--- config.mk ---
export PLATFORM = sky130hd
export DESIGN_NAME = proc_control_fsm
export DESIGN_NICKNAME = d
export VERILOG_FILES = /design/src/rtl/proc_control_fsm.sv
export SDC_FILE = /design/constraint.sdc
export NUM_CORES = 1
export LEC_CHECK = 0
export ABC_AREA = 1
export ABC_CLOCK_PERIOD_IN_PS = 1600
export CORE_MARGIN = 3
export CORE_UTILIZATION = 36
export CTS_CLUSTER_DIAMETER = 30
export DETAILED_ROUTE_END_ITERATION = 16
export HOLD_SLACK_MARGIN = 0.06
export MAX_ROUTING_LAYER = met4
export PLACE_DENSITY = 0.79
export RECOVER_POWER = 25
export SETUP_SLACK_MARGIN = 0.4
export SYNTH_ARGS = -nofsm -noshare
export SYNTH_HDL_FRONTEND = slang
export SYNTH_SLANG_ARGS = --single-unit
--- constraint.sdc ---
create_clock -name Clock -period 1.6 [get_ports Clock]
set_input_delay 0.24 -clock Clock [delete_from_list [all_inputs] [get_ports Clock]]
set_output_delay 0.24 -clock Clock [all_outputs]
set_load 0.02 [all_outputs]
--- src/rtl/proc_control_fsm.sv ---
// ============================================================================
// Module   : proc_control_fsm
// Purpose  : Control unit for the simple processor. It sequences time steps
//            T0..T3 and drives the bus, register-enable and ALU controls.
// Options  : PROC_EXT_ALU_OPS_EN adds the and/or/xor ALU opcodes.
// Revision : 1.0 - initial release
// ============================================================================
`default_nettype none

module proc_control_fsm #(
  parameter int n    = 10,
  parameter int NREG = 8
) (
  input  logic            Clock,
  input  logic            reset,
  input  logic            Run,
  input  logic [n-1:0]    IR,
  output logic            IRin,
  output logic [NREG-1:0] Rin,
  output logic [NREG-1:0] Rout,
  output logic            DINout,
  output logic            Gout,
  output logic            Ain,
  output logic            Gin,
  output logic [2:0]      AluOp,
  output logic            Done,
  output logic [1:0]      Step
);

  typedef enum logic [1:0] {
    T0 = 2'd0,
    T1 = 2'd1,
    T2 = 2'd2,
    T3 = 2'd3
  } step_t;

  localparam logic [3:0] c_OP_MV  = 4'b0000;
  localparam logic [3:0] c_OP_MVI = 4'b0001;
  localparam logic [3:0] c_OP_ADD = 4'b0010;
  localparam logic [3:0] c_OP_SUB = 4'b0011;
  localparam logic [3:0] c_OP_AND = 4'b0100;
  localparam logic [3:0] c_OP_OR  = 4'b0101;
  localparam logic [3:0] c_OP_XOR = 4'b0110;

  localparam logic [2:0] c_ALU_ADD = 3'b000;
  localparam logic [2:0] c_ALU_SUB = 3'b001;
  localparam logic [2:0] c_ALU_AND = 3'b010;
  localparam logic [2:0] c_ALU_OR  = 3'b011;
  localparam logic [2:0] c_ALU_XOR = 3'b100;

  step_t r_step;
  step_t w_next;

  logic [3:0]      w_opcode;
  logic [2:0]      w_x;
  logic [2:0]      w_y;
  logic [NREG-1:0] w_x_oh;
  logic [NREG-1:0] w_y_oh;
  logic            w_is_alu;
  logic [2:0]      w_alu_fn;

  logic            w_irin;
  logic [NREG-1:0] w_rin;
  logic [NREG-1:0] w_rout;
  logic            w_dinout;
  logic            w_gout;
  logic            w_ain;
  logic            w_gin;
  logic [2:0]      w_aluop;
  logic            w_done;

  function automatic logic [NREG-1:0] onehot(input logic [2:0] idx);
    logic [NREG-1:0] v;
    v      = '0;
    v[idx] = 1'b1;
    return v;
  endfunction

  assign w_opcode = IR[9:6];
  assign w_x      = IR[5:3];
  assign w_y      = IR[2:0];
  assign w_x_oh   = onehot(w_x);
  assign w_y_oh   = onehot(w_y);

  // ALU-class opcodes share the T1..T3 sequence; only the T2 function differs.
  always_comb begin
    w_is_alu = 1'b0;
    w_alu_fn = c_ALU_ADD;
    case (w_opcode)
      c_OP_ADD: begin w_is_alu = 1'b1; w_alu_fn = c_ALU_ADD; end
      c_OP_SUB: begin w_is_alu = 1'b1; w_alu_fn = c_ALU_SUB; end
`ifdef PROC_EXT_ALU_OPS_EN
      c_OP_AND: begin w_is_alu = 1'b1; w_alu_fn = c_ALU_AND; end
      c_OP_OR:  begin w_is_alu = 1'b1; w_alu_fn = c_ALU_OR;  end
      c_OP_XOR: begin w_is_alu = 1'b1; w_alu_fn = c_ALU_XOR; end
`else
      c_OP_AND, c_OP_OR, c_OP_XOR: begin
        w_is_alu = 1'b0;
        w_alu_fn = c_ALU_ADD;
      end
`endif
      default: begin
        w_is_alu = 1'b0;
        w_alu_fn = c_ALU_ADD;
      end
    endcase
  end

  always_comb begin
    w_next   = T0;
    w_irin   = 1'b0;
    w_rin    = '0;
    w_rout   = '0;
    w_dinout = 1'b0;
    w_gout   = 1'b0;
    w_ain    = 1'b0;
    w_gin    = 1'b0;
    w_aluop  = c_ALU_ADD;
    w_done   = 1'b0;

    // Reset masks every control, including the IR load enable.
    if (!reset) begin
      case (r_step)
        T0: begin
          w_irin = Run;
          w_next = Run ? T1 : T0;
        end
        T1: begin
          if (w_opcode == c_OP_MV) begin
            w_rout = w_y_oh;
            w_rin  = w_x_oh;
            w_done = 1'b1;
          end else if (w_opcode == c_OP_MVI) begin
            w_dinout = 1'b1;
            w_rin    = w_x_oh;
            w_done   = 1'b1;
          end else if (w_is_alu) begin
            w_rout = w_x_oh;
            w_ain  = 1'b1;
            w_next = T2;
          end else begin
            w_done = 1'b1;
          end
        end
        T2: begin
          if (w_is_alu) begin
            w_rout  = w_y_oh;
            w_gin   = 1'b1;
            w_aluop = w_alu_fn;
            w_next  = T3;
          end
        end
        T3: begin
          w_gout = 1'b1;
          w_rin  = w_x_oh;
          w_done = 1'b1;
        end
        default: w_next = T0;
      endcase
    end
  end

  always_ff @(posedge Clock) begin
    if (reset) begin
      r_step <= T0;
    end else begin
      r_step <= w_next;
    end
  end

  assign IRin   = w_irin;
  assign Rin    = w_rin;
  assign Rout   = w_rout;
  assign DINout = w_dinout;
  assign Gout   = w_gout;
  assign Ain    = w_ain;
  assign Gin    = w_gin;
  assign AluOp  = w_aluop;
  assign Done   = w_done;
  assign Step   = reset ? 2'd0 : r_step;

endmodule

`default_nettype wire

==> flow_summary.yaml, run 1 <==
timing:
  grt_worst_setup_endpoint: "Rout[5]"
  endpoint_type: "output port"
synthesis:
  synth_enable_flop_cells: 0
  synthTopCellsByCount: "nor2_1 (36), nand2_1 (24), nand3_1 (15)"
  synth_top_area_share_pct: 21.4
  yosysWarnings: 0
  yosysMostFrequentCell: "nor2_1"
  async_flop_share_pct: 0
  synth_largest_area_cell: "nor2_1"
  ys_seq_elements: 2
  postSynthCellCount: 121
  synth_area_um2: 631
  synth_cell_types: 19
  synth_area_leaders: "nor2_1 (21%), nand2_1 (14%), nand3_1 (12%), ha_1 (7.9%), inv_1 (6.5%)"
  ys.flop_type: "dfxtp_1"
  syn_avg_cell_area_um2: 5.21
  ys_seq_area_share_pct: 6.35
placed_design:
  dp_cells: 197
  port_buffers: 37
  place_congestion: 0.840
  hpwl_um: 1890
  placed_area_um2: 1290
status:
  stop_error: "[ERROR DPL-0038] Utilization greater than 100%, impossible to legalize"
  status: "aborted with a tool error"
  haltStage: "global routing"
clocking:
  numCtsBuffers: 3
  cts_max_path_buffers: 2
  cts_sinks: 2
  cts_root_buf: "clkbuf_4"
  h-tree-depth: 1
floorplan:
  num_io_pins: 40
  rows: 14
  dieHeight_um: 47.9
  die_w_um: 47.9
  floorplan.initialDensity_pct: 40.0
global_route:
  grt_max_degree: 11
## what timing repair did
action / CTS
pin swaps: 21
setup buffers: 11
resized for setup: 172
endpoints found under the hold margin: 0
hold buffers: 0
cloned: 0
endpoints found under the setup margin: 27
## per-stage QoR
stage / hold WS (ps) / util [%] / setup WS, ps
floorplan: 392 / - / 283
global placement: 735 / 81.6 / -667
detailed placement: 744 / 81.6 / -690
CTS: 611 / 94.4 / -137
## cell families after synthesis
logic type,count (synthesis),share of synthesized area [%]
compound gates,11,11.3
fa+ha+maj,4,7.94
buf+inv,18,13.1
flops,2,6.35
other cells,1,0.595
simple gates,85,60.7
==> run 2: changes to the inputs <==
- CORE_AREA: unset -> 3 3 64 66
- CORE_MARGIN: 3 -> unset
- CORE_UTILIZATION: 36 -> unset
- CTS_CLUSTER_DIAMETER: 30 -> unset
- DIE_AREA: unset -> 0 0 67 69
- HOLD_SLACK_MARGIN: 0.06 -> unset
- MAX_ROUTING_LAYER: met4 -> unset
- PLACE_DENSITY: 0.79 -> unset
- PLACE_DENSITY_LB_ADDON: unset -> 0.15
- SETUP_SLACK_MARGIN: 0.4 -> unset
==> run 2 against run 1 <==
The flow now finishes, with violations (setup timing). Synthesized area unchanged. Synthesized cell count is the same.
==> flow_summary.yaml, run 2 <==
clocking:
  cts_root_buf: "clkbuf_8"
  cts_tree: "done"
  cts_sinks: 2
  cts.clk_slew.worst_paths_ps: 30
  hold_buffers: 0
  h-tree-depth: 1
  clock_latency_ps: 210
  numCtsBuffers: 3
  cts_max_path_buffers: 2
placed_design:
  placed_area_um2: 1250
  hpwl_um: 1920
  port_buffers: 37
  place_ws_ps: -718
  place_congestion: 0.766
detailed_routing:
  drtAntennaViolNets: 0
  drc_errors: 0
  routedWlPerCell_um: 11.2
  avgViaCountPerCell: 4.17
  dr.pass1.iters: 4
  via_count: 1005
  drt-total-wl_um: 2690
  drtIter0Drc: 48
status:
  violations: "setup timing"
  status: "finished, violations left"
flow_run:
  max_cap_violations: 0
finish:
  seq_area_um2: 45.0
  fillerInstances: 402
  final_layout_size_suffix_gt1_share_pct: 53.9
  fin_nets: 212
  largestRegisters: "r_step (2)"
  largest_reg_flops: 2
  diodes: 0
  area_growth_pct: 138
  multi_input_area_um2: 707
  post-route-cell-area_um2: 1500
  layout_commonest_cell: "buf_4"
  layout_common_cells: "buf_4 (33), nor2_1 (27), nand2_1 (19)"
  top_register: "r_step"
timing:
  fin_ws_ps: -61.3
  setup_violations: 12
  slew_violations: 0
  max_freq_ghz: 0.602
  min_period_ps: 1660
  setup-tns-final_ps: -514
  timing_hold_violations_final: 0
  fin_crit_sh_pct: 104
  rsz0062_at_grt: "yes"
  worst_clock_skew_ps: 2.14
global_route:
  grt_max_degree: 9
  grt_antenna_before_repair: 0
  overflow: 0
  grt_pass1_vias: 996
  grt_pass1_wl_um: 4570
  grt_use_total_pct: 12.1
synthesis:
  syn_avg_cell_area_um2: 5.21
  yosysMostFrequentCell: "nor2_1"
  synth_cell_types: 19
  ys_seq_area_share_pct: 6.35
  ys_seq_elements: 2
  synth_top_area_share_pct: 21.4
  ys.flop_type: "dfxtp_1"
  synth_area_leaders: "nor2_1 (21%), nand2_1 (14%), nand3_1 (12%), ha_1 (7.9%), inv_1 (6.5%)"
  synth_largest_area_cell: "nor2_1"
  synthTopCellsByCount: "nor2_1 (36), nand2_1 (24), nand3_1 (15)"
  postSynthCellCount: 121
  async_flop_share_pct: 0
  synth_area_um2: 631
  yosysWarnings: 0
  synth_enable_flop_cells: 0
critical_path:
  cp_cell_sequence: "buf_6 > ha_4 > nand2_4 > inv_4 > a31oi_4 > nor2_1 > buf_2"
  worstSetupStartpointType: "flip-flop"
  crit_slowest_cell: "dfxtp_2"
  worstPathArrival_ps: 1420
  cpPeakStageDelay_ps: 320
  crit_required_ps: 1360
  critPathKind: "reg -> out"
  end_kind: "primary output"
  cp_max_fo: 8
pwr:
  p_total_mw: 0.454
  p_leak_nw: 0.673
  p_per_area_nw_per_um2: 303
  ir_worst_vdd_v: 0.000692
floorplan:
  core_area_um2: 3630
  dieArea_um2: 4620
  dieHeight_um: 69
  die_w_um: 67
  floorplan.initialDensity_pct: 17.4
  rows: 22
  num_io_pins: 40
min_path:
  hold_path_class: "in -> reg"
## run 2: path summary, 6_finish.rpt
| kind | startpoint | endpoint | slack [ps] | cells after the start |
|---|---|---|---|---|
| min reg2reg | r_step[0]$_SDFF_PP0_ | r_step[1]$_SDFF_PP0_ | 760 | 3 |
| max reg2reg | r_step[1]$_SDFF_PP0_ | r_step[1]$_SDFF_PP0_ | 330 | 7 |
| max | r_step[1]$_SDFF_PP0_ | Rin[6] | -60 | 7 |
| min | reset | r_step[1]$_SDFF_PP0_ | 610 | 4 |
## run 2: area by class of cell
cell class / instances / share of cell area, %
well taps: 48 / 4.00
inverters: 15 / 4.75
multi-input cells: 104 / 47.1
repair buffers: 69 / 38.4
clock buffers: 3 / 2.75
flip-flops and latches: 2 / 3.00
## run 2: metal layers
layer / routed length [µm] / vias to the layer above / part of all wire [%] / track usage [%]
li1: - / 533 / - / -
met1: 1220 / 440 / 45 / 15.9
met2: 1310 / 32 / 49 / 20.6
met3: 163 / 0 / 6.1 / 2.93
met4: 0 / 0 / 0 / 0.901
met5: 0 / - / 0 / 0
## run 2: worst max-delay path: cells and delay by family, from the launching register on
kind,cells,cell delay (ps)
flip-flops,1,320
AND/OR/NAND/NOR,2,150
AO/OA/AOI/OAI,1,260
adder cells (fa/ha/maj),1,160
buffers and inverters,3,330
## run 2: per-stage QoR
stage,instances,hold slack [ps],utilization (%)
floorplan,122,399,-
global placement,230,780,34.3
detailed placement,230,789,34.3
CTS,239,601,38.9
global route,241,648,41.3
finish,241,609,41.3
## run 2: cells by family after synthesis
logic type	Yosys count	share of synthesized area (%)
other cells	1	0.595
simple gates	85	60.7
compound gates	11	11.3
buf+inv	18	13.1
fa+ha+maj	4	7.94
flops	2	6.35
## run 2: timing repair
item | 4_1_cts | 5_1_grt
cloned | 2 | 0
setup buffers | 4 | 2
setup endpoints to repair | 25 | 20
pin swaps | 17 | 7
hold endpoints to repair | 0 | 0
gates resized for setup | 155 | 32
## run 2: power breakdown
part	leakage [nW]	internal, mW	switching, mW	total (mW)
registers	0.0175	0.0517	0.00450	0.0562
logic	0.634	0.0947	0.111	0.206
clock network	0.0216	0.158	0.0335	0.192
total	0.673	0.305	0.149	0.454
(Power assumes the default switching activity.)
==> run 3: changes to the inputs <==
- ABC_CLOCK_PERIOD_IN_PS: 1600 -> unset
- SETUP_SLACK_MARGIN: unset -> 0.02
==> run 3 against run 2 <==
The flow still finishes with violations (setup timing). Fmax decreased by 1.4%. First-iteration DRC count decreased by 40%. Die area unchanged. Clock skew increased by 1.1 ps. Register-to-register slack about the same. Largest cell class unchanged.
==> flow_summary.yaml, run 3 (synthesized netlist as in run 2, its figures left out) <==
status:
  status: "finished, violations left"
  violations: "setup timing"
floorplan:
  die_w_um: 67
  num_io_pins: 40
  dieArea_um2: 4620
  dieHeight_um: 69
  rows: 22
  core_area_um2: 3630
  floorplan.initialDensity_pct: 17.4
pwr:
  p_int_mw: 0.303
  swShare_pct: 33.1
  pwr-share-seq_pct: 12.3
  pwr-share-clk_pct: 42.8
  switchingPower_mw: 0.149
  ir_worst_vdd_v: 0.000693
  combPwrFrac_pct: 45.0
  p_leak_nw: 0.671
  p_per_area_nw_per_um2: 299
  p_total_mw: 0.452
finish:
  diodes: 0
  layout_common_cells: "buf_4 (33), nor2_1 (25), nand2_1 (19)"
  largest_reg_flops: 2
  post-route-cell-area_um2: 1510
  largestRegisters: "r_step (2)"
  fin_nets: 211
  top_register: "r_step"
  final_layout_size_suffix_gt1_share_pct: 57.3
  fillerInstances: 399
  final_core_util_pct: 41.6
  area_growth_pct: 140
  finalNonFillerCells: 240
  layout_commonest_cell: "buf_4"
clocking:
  cts_sinks: 2
  cts.clk_slew.worst_paths_ps: 30
  cts_root_buf: "clkbuf_8"
  cts_max_path_buffers: 2
  clock_latency_ps: 210
  cts_tree: "done"
  numCtsBuffers: 3
  h-tree-depth: 1
placed_design:
  dp_cells: 230
  hpwl_um: 1920
  place_congestion: 0.766
  place_ws_ps: -718
  port_buffers: 37
  placed_area_um2: 1250
critical_path:
  end_kind: "primary output"
  rr_startpoint: "r_step[1]$_SDFF_PP0_"
  worstSetupStartpointType: "flip-flop"
  crit_required_ps: 1360
  rrSetupSlack_ps: 320
  critPathKind: "reg -> out"
  reg2reg_to: "r_step[1]$_SDFF_PP0_"
  worstPathArrival_ps: 1450
  cp_max_fo: 8
  reg2reg_depth: 7
detailed_routing:
  drtAntennaViolNets: 0
  dr.pass1.iters: 4
  drtIter0Drc: 29
  drt-total-wl_um: 2650
  drc_errors: 0
  routedWlPerCell_um: 11.0
  via_count: 1012
  avgViaCountPerCell: 4.22
min_path:
  min_to: "r_step[1]$_SDFF_PP0_"
  min-delay-start: "reset"
  hold_path_class: "in -> reg"
  holdPathStages: 4
timing:
  timing_hold_violations_final: 0
  fin_crit_sh_pct: 105
  setup-tns-final_ps: -730
  worst_clock_skew_ps: 3.22
  max_freq_ghz: 0.593
  fin_ws_ps: -85.1
  setup_violations: 14
  slew_violations: 0
  holdWs_ps: 618
  min_period_ps: 1690
  rsz0062_at_grt: "yes"
global_route:
  grt_use_total_pct: 12.0
  grt_antenna_before_repair: 0
  overflow: 0
  grt_pass1_vias: 984
  grt_pass1_wl_um: 4510
  grt_max_degree: 9
flow_run:
  max_cap_violations: 0
-- run 3: cell types whose count changed in the layout (fill, tap and decap cells not counted), sizes merged --
cell | before | now
buf | 53 | 52
clkbuf | 4 | 5
clkdlybuf4s15 | 3 | 2
-- run 3: worst max-delay path: stages (launching register included) --
cell,delay [ps]
dfxtp_2,320
buf_6,130
ha_4,160
nand2_4,80
inv_4,40
a31oi_4,260
nor2_1,80
buf_4,160
-- run 3: final cells by class --
class | instances | area (µm²) | area share [%]
clock buffer | 3 | 41.3 | 2.73
inverter | 15 | 66.3 | 4.38
multi-input combinational | 104 | 728 | 48.1
sequential | 2 | 45.0 | 2.98
tap | 48 | 60.1 | 3.97
timing repair buffer | 68 | 572 | 37.8
-- run 3: worst max path at each step --
| stage | from | end | depth (start not counted) | slack [ps] |
|---|---|---|---|---|
| floorplan | r_step[1]$_SDFF_PP0_ | Rout[7] | 6 | 50 |
| global placement | IR[9] | Rout[6] | 7 | -730 |
| detailed placement | IR[9] | Rout[6] | 7 | -720 |
| CTS | r_step[1]$_SDFF_PP0_ | Rin[7] | 6 | -90 |
| global route | r_step[1]$_SDFF_PP0_ | Rout[6] | 7 | -140 |
| finish | r_step[1]$_SDFF_PP0_ | Rin[3] | 7 | -90 |
-- run 3: repair_timing --
action                     CTS  global route
resized for setup          160            36
setup endpoints to repair   25            22
gates cloned                 2             0
setup buffers                4             1
hold buffers                 0             0
pin swaps                   19            12
-- run 3: power groups by stage --
stage               clock network, mW  logic [mW]  registers, mW
detailed placement                  0       0.168         0.0542
CTS                             0.200       0.198         0.0554
global placement                    0       0.168         0.0540
global route                    0.204       0.223         0.0555
floorplan                           0      0.0688         0.0538
finish                          0.193       0.203         0.0554
-- run 3: per-layer routing --
layer  part of all wire [%]  track usage, %
met2                     49            20.1
met5                      0               0
met1                     44            16.0
met4                      0           0.901
met3                    7.0            2.93
==> run 4: changes to the inputs <==
- GPL_TIMING_DRIVEN: unset -> 0
- PLACE_DENSITY_LB_ADDON: 0.15 -> 0.25
==> run 4 against run 3 <==
Cell area shrank 4.5%. Critical endpoint is now Rin[7]. Final cell count down 7.1%. The flow still finishes with violations (setup timing). Highest routed layer is now met4. Sequential power is 3% lower.
==> flow_summary.yaml, run 4 (synthesized netlist as in run 2, its figures left out) <==
pwr:
  ir_worst_vdd_v: 0.000642
  p_leak_nw: 0.620
  p_per_area_nw_per_um2: 298
  p_total_mw: 0.430
timing:
  timing_hold_violations_final: 0
  fin_ws_ps: -100
  worst_clock_skew_ps: 3.22
  fin_crit_sh_pct: 106
  min_period_ps: 1700
  rsz0062_at_grt: "yes"
  max_freq_ghz: 0.588
  slew_violations: 0
  setup_violations: 16
global_route:
  grt_max_degree: 9
  grt_pass1_wl_um: 4080
  grt_pass1_vias: 915
  grt_antenna_before_repair: 0
  busiest_layer: "met2"
  groute.layer.met3.usage_pct: 3.42
  grtUsageMet1_pct: 14.2
  grt_use_total_pct: 10.8
  use_met2_pct: 17.5
  overflow: 0
detailed_routing:
  avgViaCountPerCell: 4.22
  drc_errors: 0
  drtIter0Drc: 19
  routedWlPerCell_um: 11.4
  drtAntennaViolNets: 0
  dr.pass1.iters: 4
  via_count: 941
  drt-total-wl_um: 2530
finish:
  finalNonFillerCells: 223
  fillerInstances: 401
  layout_commonest_cell: "nand2_1"
  largestRegisters: "r_step (2)"
  layout_common_cells: "nand2_1 (21), nor2_1 (19), buf_4 (17)"
  diodes: 0
  post-route-cell-area_um2: 1440
  top_register: "r_step"
  largest_reg_flops: 2
  final_core_util_pct: 39.7
  final_layout_size_suffix_gt1_share_pct: 54.3
  fin_nets: 194
  area_growth_pct: 129
critical_path:
  critPathKind: "reg -> out"
  crit_required_ps: 1360
  cp_max_fo: 8
  worstPathArrival_ps: 1460
  end_kind: "primary output"
  worstSetupStartpointType: "flip-flop"
floorplan:
  dieArea_um2: 4620
  floorplan.initialDensity_pct: 17.4
  rows: 22
  num_io_pins: 40
  dieHeight_um: 69
  die_w_um: 67
  core_area_um2: 3630
placed_design:
  place_congestion: 0.715
  placed_area_um2: 1060
  hpwl_um: 1740
  port_buffers: 37
  dp_cells: 207
status:
  status: "finished, violations left"
  violations: "setup timing"
clocking:
  h-tree-depth: 1
  clock_latency_ps: 210
  cts.clk_slew.worst_paths_ps: 30
  cts_root_buf: "clkbuf_8"
  cts_sinks: 2
  numCtsBuffers: 3
  cts_tree: "done"
  cts_max_path_buffers: 2
  hold_buffers: 0
min_path:
  hold_path_class: "in -> reg"
flow_run:
  max_cap_violations: 0
[run 4: metal layers]
layer,vias up,share of wire (%)
met5,-,0
met4,0,1.1
met3,2,6.3
met2,26,49
met1,420,43
li1,493,-
[run 4: repair_timing]
item / 4_1_cts / 5_1_grt
endpoints found under the setup margin: 25 / 20
gates resized for setup: 149 / 54
pin swaps: 10 / 11
setup buffers: 6 / 5
gates cloned: 2 / 0
hold endpoints to repair: 0 / 0
[run 4: where the power goes]
part,total [mW],internal (mW),switching (mW)
registers,0.0535,0.0501,0.00336
clock network,0.195,0.159,0.0364
logic,0.181,0.0758,0.105
total,0.430,0.285,0.145
[run 4: layout make-up]
cell class	count	area [µm²]	share of cell area, %
multi-input cells	103	707	49.0
repair buffers	49	498	34.5
inverters	15	63.8	4.42
well taps	48	60.1	4.16
flip-flops and latches	2	47.5	3.29
clock buffers	3	41.3	2.86
plain buffers	3	26.3	1.82
[run 4: worst max-delay path, stage by stage, from the launching register on]
cell and delay [ps]:
dfxtp_4 350, inv_4 50, ha_4 190, buf_12 130, a31oi_4 190, buf_12 150, nor2_2 40, buf_6 130
[run 4: path summary, 6_finish.rpt]
kind / start / endpoint / slack, ps / cells past startpoint
worst max-delay path: r_step[1]$_SDFF_PP0_ / Rin[7] / -100 / 7
worst min-delay path: Run / r_step[0]$_SDFF_PP0_ / 610 / 3
worst max register to register: r_step[1]$_SDFF_PP0_ / r_step[1]$_SDFF_PP0_ / 460 / 6
worst min register to register: r_step[1]$_SDFF_PP0_ / r_step[0]$_SDFF_PP0_ / 730 / 4
[run 4: stage by stage]
stage | worst slack [ps] | hold WS (ps) | setup TNS, ps
2_1_floorplan | 45.9 | 399 | 0
3_3_place_gp | -701 | 734 | -13450
3_5_place_dp | -729 | 762 | -13640
4_1_cts | -100 | 599 | -1220
5_1_grt | -162 | 622 | -2340
6_report | -100 | 605 | -1160
